$ cat src/rtl/byte_serializer.sv
`default_nettype none
// ============================================================================
// Module      : byte_serializer
// Description : Valid/ready byte intake, LSB-first UART-style framing paced by
//               an external baud counter strobe.
// Revision    : 1.0 - initial release
// ============================================================================
module byte_serializer #(
  parameter int DATA_BITS  = 8,
  parameter int PARITY_EN  = 0,
  parameter int PARITY_ODD = 0,
  parameter int STOP_BITS  = 1
) (
  input  logic                 clk,
  input  logic                 nRST,
  input  logic                 baud_strobe,
  input  logic [DATA_BITS-1:0] tx_data,
  input  logic                 tx_valid,
  output logic                 tx_ready,
  output logic                 tx_serial,
  output logic                 busy,
  output logic                 counter_clear,
  output logic                 counter_enable
);

  localparam int IDX_W = $clog2(DATA_BITS);
  localparam logic [IDX_W-1:0] c_last_idx   = IDX_W'(DATA_BITS - 1);
  localparam logic             c_last_stop  = 1'(STOP_BITS - 1);
  localparam logic             c_parity_en  = (PARITY_EN != 0);
  localparam logic             c_parity_odd = (PARITY_ODD != 0);

  typedef enum logic [2:0] {
    IDLE   = 3'd0,
    START  = 3'd1,
    DATA   = 3'd2,
    PARITY = 3'd3,
    STOP   = 3'd4
  } state_t;

  state_t               r_state;
  state_t               w_state_next;
  logic [DATA_BITS-1:0] r_shift;
  logic [DATA_BITS-1:0] w_shift_next;
  logic [IDX_W-1:0]     r_idx;
  logic [IDX_W-1:0]     w_idx_next;
  logic                 r_stop_idx;
  logic                 w_stop_next;
  logic                 r_parity;
  logic                 w_parity_next;
  logic                 r_tx_serial;
  logic                 w_serial_next;
  logic                 r_tx_ready;
  logic                 r_clear;
  logic                 w_tick;

  // The counter is being restarted during the clear cycle, so its strobe is stale.
  assign w_tick = baud_strobe && !r_clear;

  always_comb begin
    w_state_next  = r_state;
    w_shift_next  = r_shift;
    w_idx_next    = r_idx;
    w_stop_next   = r_stop_idx;
    w_parity_next = r_parity;
    w_serial_next = 1'b1;

    case (r_state)
      IDLE: begin
        if (tx_valid && r_tx_ready) begin
          w_state_next  = START;
          w_shift_next  = tx_data;
          w_idx_next    = '0;
          w_stop_next   = 1'b0;
          w_parity_next = (^tx_data) ^ c_parity_odd;
        end
      end
      START: begin
        if (w_tick) w_state_next = DATA;
      end
      DATA: begin
        if (w_tick) begin
          w_shift_next = r_shift >> 1;
          w_idx_next   = r_idx + IDX_W'(1);
          if (r_idx == c_last_idx) w_state_next = c_parity_en ? PARITY : STOP;
        end
      end
      PARITY: begin
        if (w_tick) w_state_next = STOP;
      end
      STOP: begin
        if (w_tick) begin
          if (r_stop_idx == c_last_stop) w_state_next = IDLE;
          else                           w_stop_next  = 1'b1;
        end
      end
      default: w_state_next = IDLE;
    endcase

    // Line level is registered, so it is derived from the upcoming state.
    case (w_state_next)
      START:   w_serial_next = 1'b0;
      DATA:    w_serial_next = w_shift_next[0];
      PARITY:  w_serial_next = w_parity_next;
      default: w_serial_next = 1'b1;
    endcase
  end

  always_ff @(posedge clk or negedge nRST) begin
    if (!nRST) begin
      r_state     <= IDLE;
      r_shift     <= '0;
      r_idx       <= '0;
      r_stop_idx  <= 1'b0;
      r_parity    <= 1'b0;
      r_tx_serial <= 1'b1;
      r_tx_ready  <= 1'b1;
      r_clear     <= 1'b0;
    end else begin
      r_state     <= w_state_next;
      r_shift     <= w_shift_next;
      r_idx       <= w_idx_next;
      r_stop_idx  <= w_stop_next;
      r_parity    <= w_parity_next;
      r_tx_serial <= w_serial_next;
      r_tx_ready  <= (w_state_next == IDLE);
      r_clear     <= (r_state == IDLE) && (w_state_next == START);
    end
  end

  assign tx_serial      = r_tx_serial;
  assign tx_ready       = r_tx_ready;
  assign counter_clear  = r_clear;
  assign busy           = (r_state != IDLE);
  assign counter_enable = (r_state != IDLE);

endmodule
`default_nettype wire

$ cat config.mk
export PLATFORM = sky130hd
export DESIGN_NAME = byte_serializer
export DESIGN_NICKNAME = d
export VERILOG_FILES = /design/src/rtl/byte_serializer.sv
export SDC_FILE = /design/constraint.sdc
export NUM_CORES = 1
export LEC_CHECK = 0
export BUFFER_PORTS_ARGS = -buffer_cell sky130_fd_sc_hd__buf_2
export CAP_MARGIN = 5
export CORE_MARGIN = 10
export CORE_UTILIZATION = 52
export DETAILED_ROUTE_END_ITERATION = 10
export MAX_ROUTING_LAYER = met4
export PLACE_DENSITY = 0.84
export SETUP_SLACK_MARGIN = 0.1
export SYNTH_ARGS = -nofsm -noshare
export SYNTH_HDL_FRONTEND = slang
export SYNTH_SLANG_ARGS = --single-unit
$ cat constraint.sdc
create_clock -name clk -period 1.8 [get_ports clk]
set_input_delay 0.18 -clock clk [delete_from_list [all_inputs] [get_ports clk]]
set_output_delay 0.18 -clock clk [all_outputs]
set_load 0.005 [all_outputs]
Word-level counts from Yosys, hierarchy flattened
Cells that the tools add are included.
Storage, ports and cells
  bits of input ports: 12
  register bits: 19
Cells by class
  equal/unequal tests: 11
  reduce and logical (&&, ||, !) cells: 12
  muxes and demuxes: 21
  $add $sub $neg: 1
Operators with widths (number)
  3-bit 2-to-1 mux: 9
  8-bit 2-to-1 mux: 2
  8-bit case mux with 2 select lines: 1
  3-bit case mux with 5 select lines: 1
  3-bit by 2-bit equality test with 1-bit output, second input constant: 4
  8-bit parity: 1
  3-bit by 1-bit equality test with 1-bit output, second input constant: 2
  3-bit equality test, second input constant: 2
  3-bit zero test: 2
  2-bit != test, second input constant: 3
  3-bit case mux with 2 select lines: 1
  3-bit AND reduction: 2
  1-bit 2-to-1 mux: 5
  2-bit nonzero test: 2
  3-bit by 1-bit adder with 3-bit output, second input constant: 1
  1-bit logical AND: 3
  1-bit case mux with 3 select lines: 1
  3-bit nonzero test: 1
  1-bit case mux with 2 select lines: 1
  1-bit zero test: 1

Logic depth before layout (Yosys ltp)
  word-level depth: 6
  mapped depth: 7

Least setup slack after synthesis
Ideal clock, no wire load.
  path kind: flip-flop to flip-flop
  start point: reg r_state[1]
  end point: reg r_idx[0]
  clock period less this slack: 1394 ps
  cell stages (with the launch flop): 5
  data required time: 1675 ps
  library setup time: 125 ps
  path buffers: 1
  setup slack: 406 ps
  arrival time: 1270 ps
  cell sequence: dfrtp_1 > nor3_1 > a22oi_1 > buf_2 > mux2_2
On the way
  word-level cells in the longest chain between the ends: 3
  elaborated cells between the ends (all ways): 7
  those cells by class: eq/ne (3); mux (1); reduce/logical (3)
Ends and longest elaborated chain
  start: declaration: line 40  | state_t r_state;
  start signal: assignment: line 119  | r_state <= w_state_next;
  3-bit by 2-bit equality test with 1-bit output or 3-bit zero test (tied branches): line 67  | case (r_state)
  2-bit != test (no source line) or 2-bit nonzero test (tied branches)
  3-bit AND reduction (no source line)
  end signal: assignment: line 121  | r_idx <= w_idx_next;
  end: declaration: line 44  | logic [IDX_W-1:0] r_idx;
Several ways; a longest one is shown, not always the timed one.
A chain may end at the register's enable or synchronous reset.

Worst setup path after layout
  start point: reg r_state[0]
  end point: reg r_tx_serial (netlist: tx_serial)
On the way
  elaborated cells between the ends (all ways): 19
  those cells by class: eq/ne (7); mux (11); reduce/logical (1)
RTL lines
  3-bit by 2-bit equality test with 1-bit output or 3-bit zero test (tied branches): line 67
  8-bit case mux with 2 select lines *: line 67
  named net w_shift_next[0]: line 43  | logic [DATA_BITS-1:0] w_shift_next;
  1-bit case mux with 3 select lines *: line 100  | case (w_state_next)
  named net w_serial_next: line 51  | logic w_serial_next;
  end signal: assignment: line 124  | r_tx_serial <= w_serial_next;
  end: declaration: line 50  | logic r_tx_serial;
Mark *: on every way through the listed nets, which the timed path passes. The rest lies on a longest branch.

==> summary by stage <==
Drt
The count of unresolved DRC violations after routing is 0. Dividing the detail-routed via count by the number of cells gives around 5.5. The detail route stage leaves a number of antenna-violating nets equal to 0. The wire length per cell is between 10 and 15 um. After detailed routing, the total wire length is approximately 1700 um.

The first-pass detailed-route iteration total is 4. The detailed router finished its first iteration with 11 violations. The routed layout has roughly 650 vias.

Setup path
The worst register-to-register path has a depth of 5. The top fanout value on the critical path is 7. Data on the critical path is required at its endpoint by about 2 ns. The critical path depth is 5. The slowest cell on the critical path is dfrtp_1.

On the critical path the largest part of the delay comes from compound AO/OA/AOI/OAI gates. The critical path goes through nor4b_2 > a22oi_1 > a221o_1 > nor2_1 > o22ai_1. In this run the critical register-to-register path is launched from r_state[0]. Counting both buffers and inverters, the worst setup path holds a total of 0. The element type at the critical path end is a register. The worst setup path is launched from a register.

In this design, the stage delay of the slowest critical-path cell is ~0.47 ns. The launching element of the worst setup path is r_state[0]. STA puts the critical path data arrival time at ~1.7 ns. The worst setup path is of the register to register kind.

Finish
The top cell types in the final layout, fill and taps aside, are 16 x dfrtp_1, 16 x buf_2, 12 x nand2_1, 7 x a22oi_1, 7 x xnor2_1. The post-synthesis to final-layout area growth is 14.80%. The number of antenna diodes is 0. The final net count is 116. After filler insertion, the fill cell instance count of the layout stands at between 100 and 150. In the final layout, the share of cells above drive strength 1 is 26.73%.

Clock network
The tree is rooted in a clkbuf_4. The TritonCTS clock tree is built. The number of buffers created by CTS is 3. After clock tree synthesis, the clock-pin slew on the worst setup and hold paths is about 0.10 ns. The sink count of the clock tree is 18. In this run the number of H-tree levels came out at 1. The clock passes through at most 2 buffers. In this run the post-CTS setup repair buffer count came out at 0. The clock latency of the later-clocked register in the worst-skew pair is around 0.28 ns.

Die
The floorplan step set the die height to between 60 and 70 um. The floorplan step defined a core boundary enclosing ~1500 sq um. The floorplan die width is 60.92 um. The total number of placement rows is 14. For this configuration, the core starts out at a cell density of a little under three fifths. The die covers 3711 sq um. Pin placement for this block handled 17 I/O pins.

Timing
The setup violation total in the final timing report is 0. The hold violation count in the final report is 0. The final max-slew violation count is 0.

For this run, the top clock speed supported by timing is about 670 MHz. The total negative slack for setup checks is 0 ns. The part of the cycle the worst path needs is about 83%. At the pin with the least slew margin, the transition time is around 0.47 ns.

The post-route worst setup slack is a little under 0.3 ns. The final worst clock skew is 0.001850 ns. Counting I/O delays and the setup requirement, the final critical path takes about 1.5 ns. Headroom to the max-slew limit came out at a little under 70%. Setup repair after global routing left no endpoint under its margin.

Synth
Summing every instance area after synthesis gives ~870 sq um. The prevailing post-synth register cell is dfrtp_1. In this run, synthesis produced a sequential element count of 18. The synthesized area divided by synthesized cell count is about 11 sq um.

The share of synthesized flip-flops with an asynchronous set or reset is 100.0%. The Yosys step of the flow raised 0 warnings. The count of flip-flops with a built-in enable after synthesis is 0. Synthesis produced a netlist whose cell count is 82.

The synthesized netlist net count is 96. The netlist uses 30 different library cells. Sequential elements use a little over half of the synthesized area.

Job
The max capacitance violation total is 0.

Power
The maximum resistive drop on vdd is approximately 900 uV. For this design the static power due to leakage is 0.4952 nW. Power spread over the standard cell area amounts to 1582 nW/um^2.

Global route
The total overflow reported by the global router is 0. The total global routing track utilization is between 10% and 20%. The number of global-route vias before repair came to 682. The initial antenna violation count was 0. The first global-routing pass estimated between 2000 and 3000 um of wire.

The pin count of the biggest net entering global routing is 19.

Min path
The source of the worst hold timing path is tx_data[7]. Along the worst hold path, the cell count comes to 2. The path class of the tightest hold or removal check is primary input to register.

Placement
After legalization and detailed placement, the total HPWL measured around 1300 um. At the placement stage, the worst setup path has a slack of 0.2372 ns. The final weighted congestion of routability-driven global placement is between 0.8 and 0.9. Port buffering added 16 buffers.

Status
The run finished with clean final reports.
-- cell type report --
cell class | instances | area (sq um) | area share, %
Sequential cell | 18 | 452.9 | 45.31
Multi-Input combinational cell | 57 | 384.1 | 38.42
Timing Repair Buffer | 19 | 105.1 | 10.51
Clock buffer | 4 | 26.28 | 2.628
Tap cell | 16 | 20.02 | 2.003
Inverter | 3 | 11.26 | 1.126
-- stage by stage --
stage                     hold slack, ns  cell area [sq um]  std cells  utilization (%)  power, mW
after floorplan                  -0.1156              870.8         82                -      1.202
after global placement            0.1232              957.2        112            62.09      1.358
after detailed placement          0.1246              957.2        112            62.09      1.391
after CTS                         0.1404              993.5        117            64.45      1.595
after global routing              0.1381              999.7        117            64.85      1.745
final                             0.1431              999.7        117            64.85      1.581
-- Yosys cell counts, types with 2 or more instances --
library cell / count / share of area (%)
nor3_1: 2 / 1.1
xnor2_1: 7 / 7.0
ha_1: 2 / 2.9
a22oi_1: 7 / 6.0
a22o_1: 3 / 3.0
nand2_1: 12 / 5.2
dfrtp_1: 16 / 46
inv_1: 3 / 1.3
buf_2: 2 / 1.1
a21oi_1: 2 / 1.1
nor2_1: 5 / 2.2
and2_1: 2 / 1.4
dfstp_2: 2 / 6.0
-- registers in the layout, summed over array words and instances, names as in the netlist --
signal and cells:
counter_clear 1, r_idx 3, r_parity 1, r_shift 8
r_state 3, tx_ready 1, tx_serial 1
-- final timing paths --
check                        endpoint  slack (ns)
min in group asynchronous  r_state[2]        0.34
hold reg to reg            r_shift[3]        0.49
max in group asynchronous   tx_serial        1.14
hold / removal             r_shift[7]        0.14
setup reg to reg            tx_serial        0.30
setup / recovery            tx_serial        0.30
-- logic make-up after synthesis --
kind of cell,after synthesis,share of synthesized area (%)
and+or+nand+nor,30,17.67
xor gates and xnor gates,7,7.040
muxes,1,1.293
adders and majority gates,2,2.873
AOI/OAI and AO/OA,17,14.51
DFF,18,52.01
buffers and inverters,7,4.598
-- power by group --
group	leakage (nW)	switching [mW]	internal (mW)
Clock	0.0150	0.116	0.0859
Combinational	0.254	0.338	0.314
Sequential	0.226	0.125	0.602
Total	0.495	0.579	1.00
-- routing by layer --
layer,vias to the layer above,part of all wire (%),GRT usage [%]
li1,325,-,-
met1,307,45,12.55
met3,2,6.5,4.175
met5,-,0,-
met4,0,0.48,3.448
met2,15,47,15.57
-- timing repair --
action,CTS,global route
hold buffers,1,0
endpoints found under the setup margin,0,14
hold endpoints to repair,16,0
gates resized for setup,0,2
Note: power is estimated with default switching activity, not from simulation.
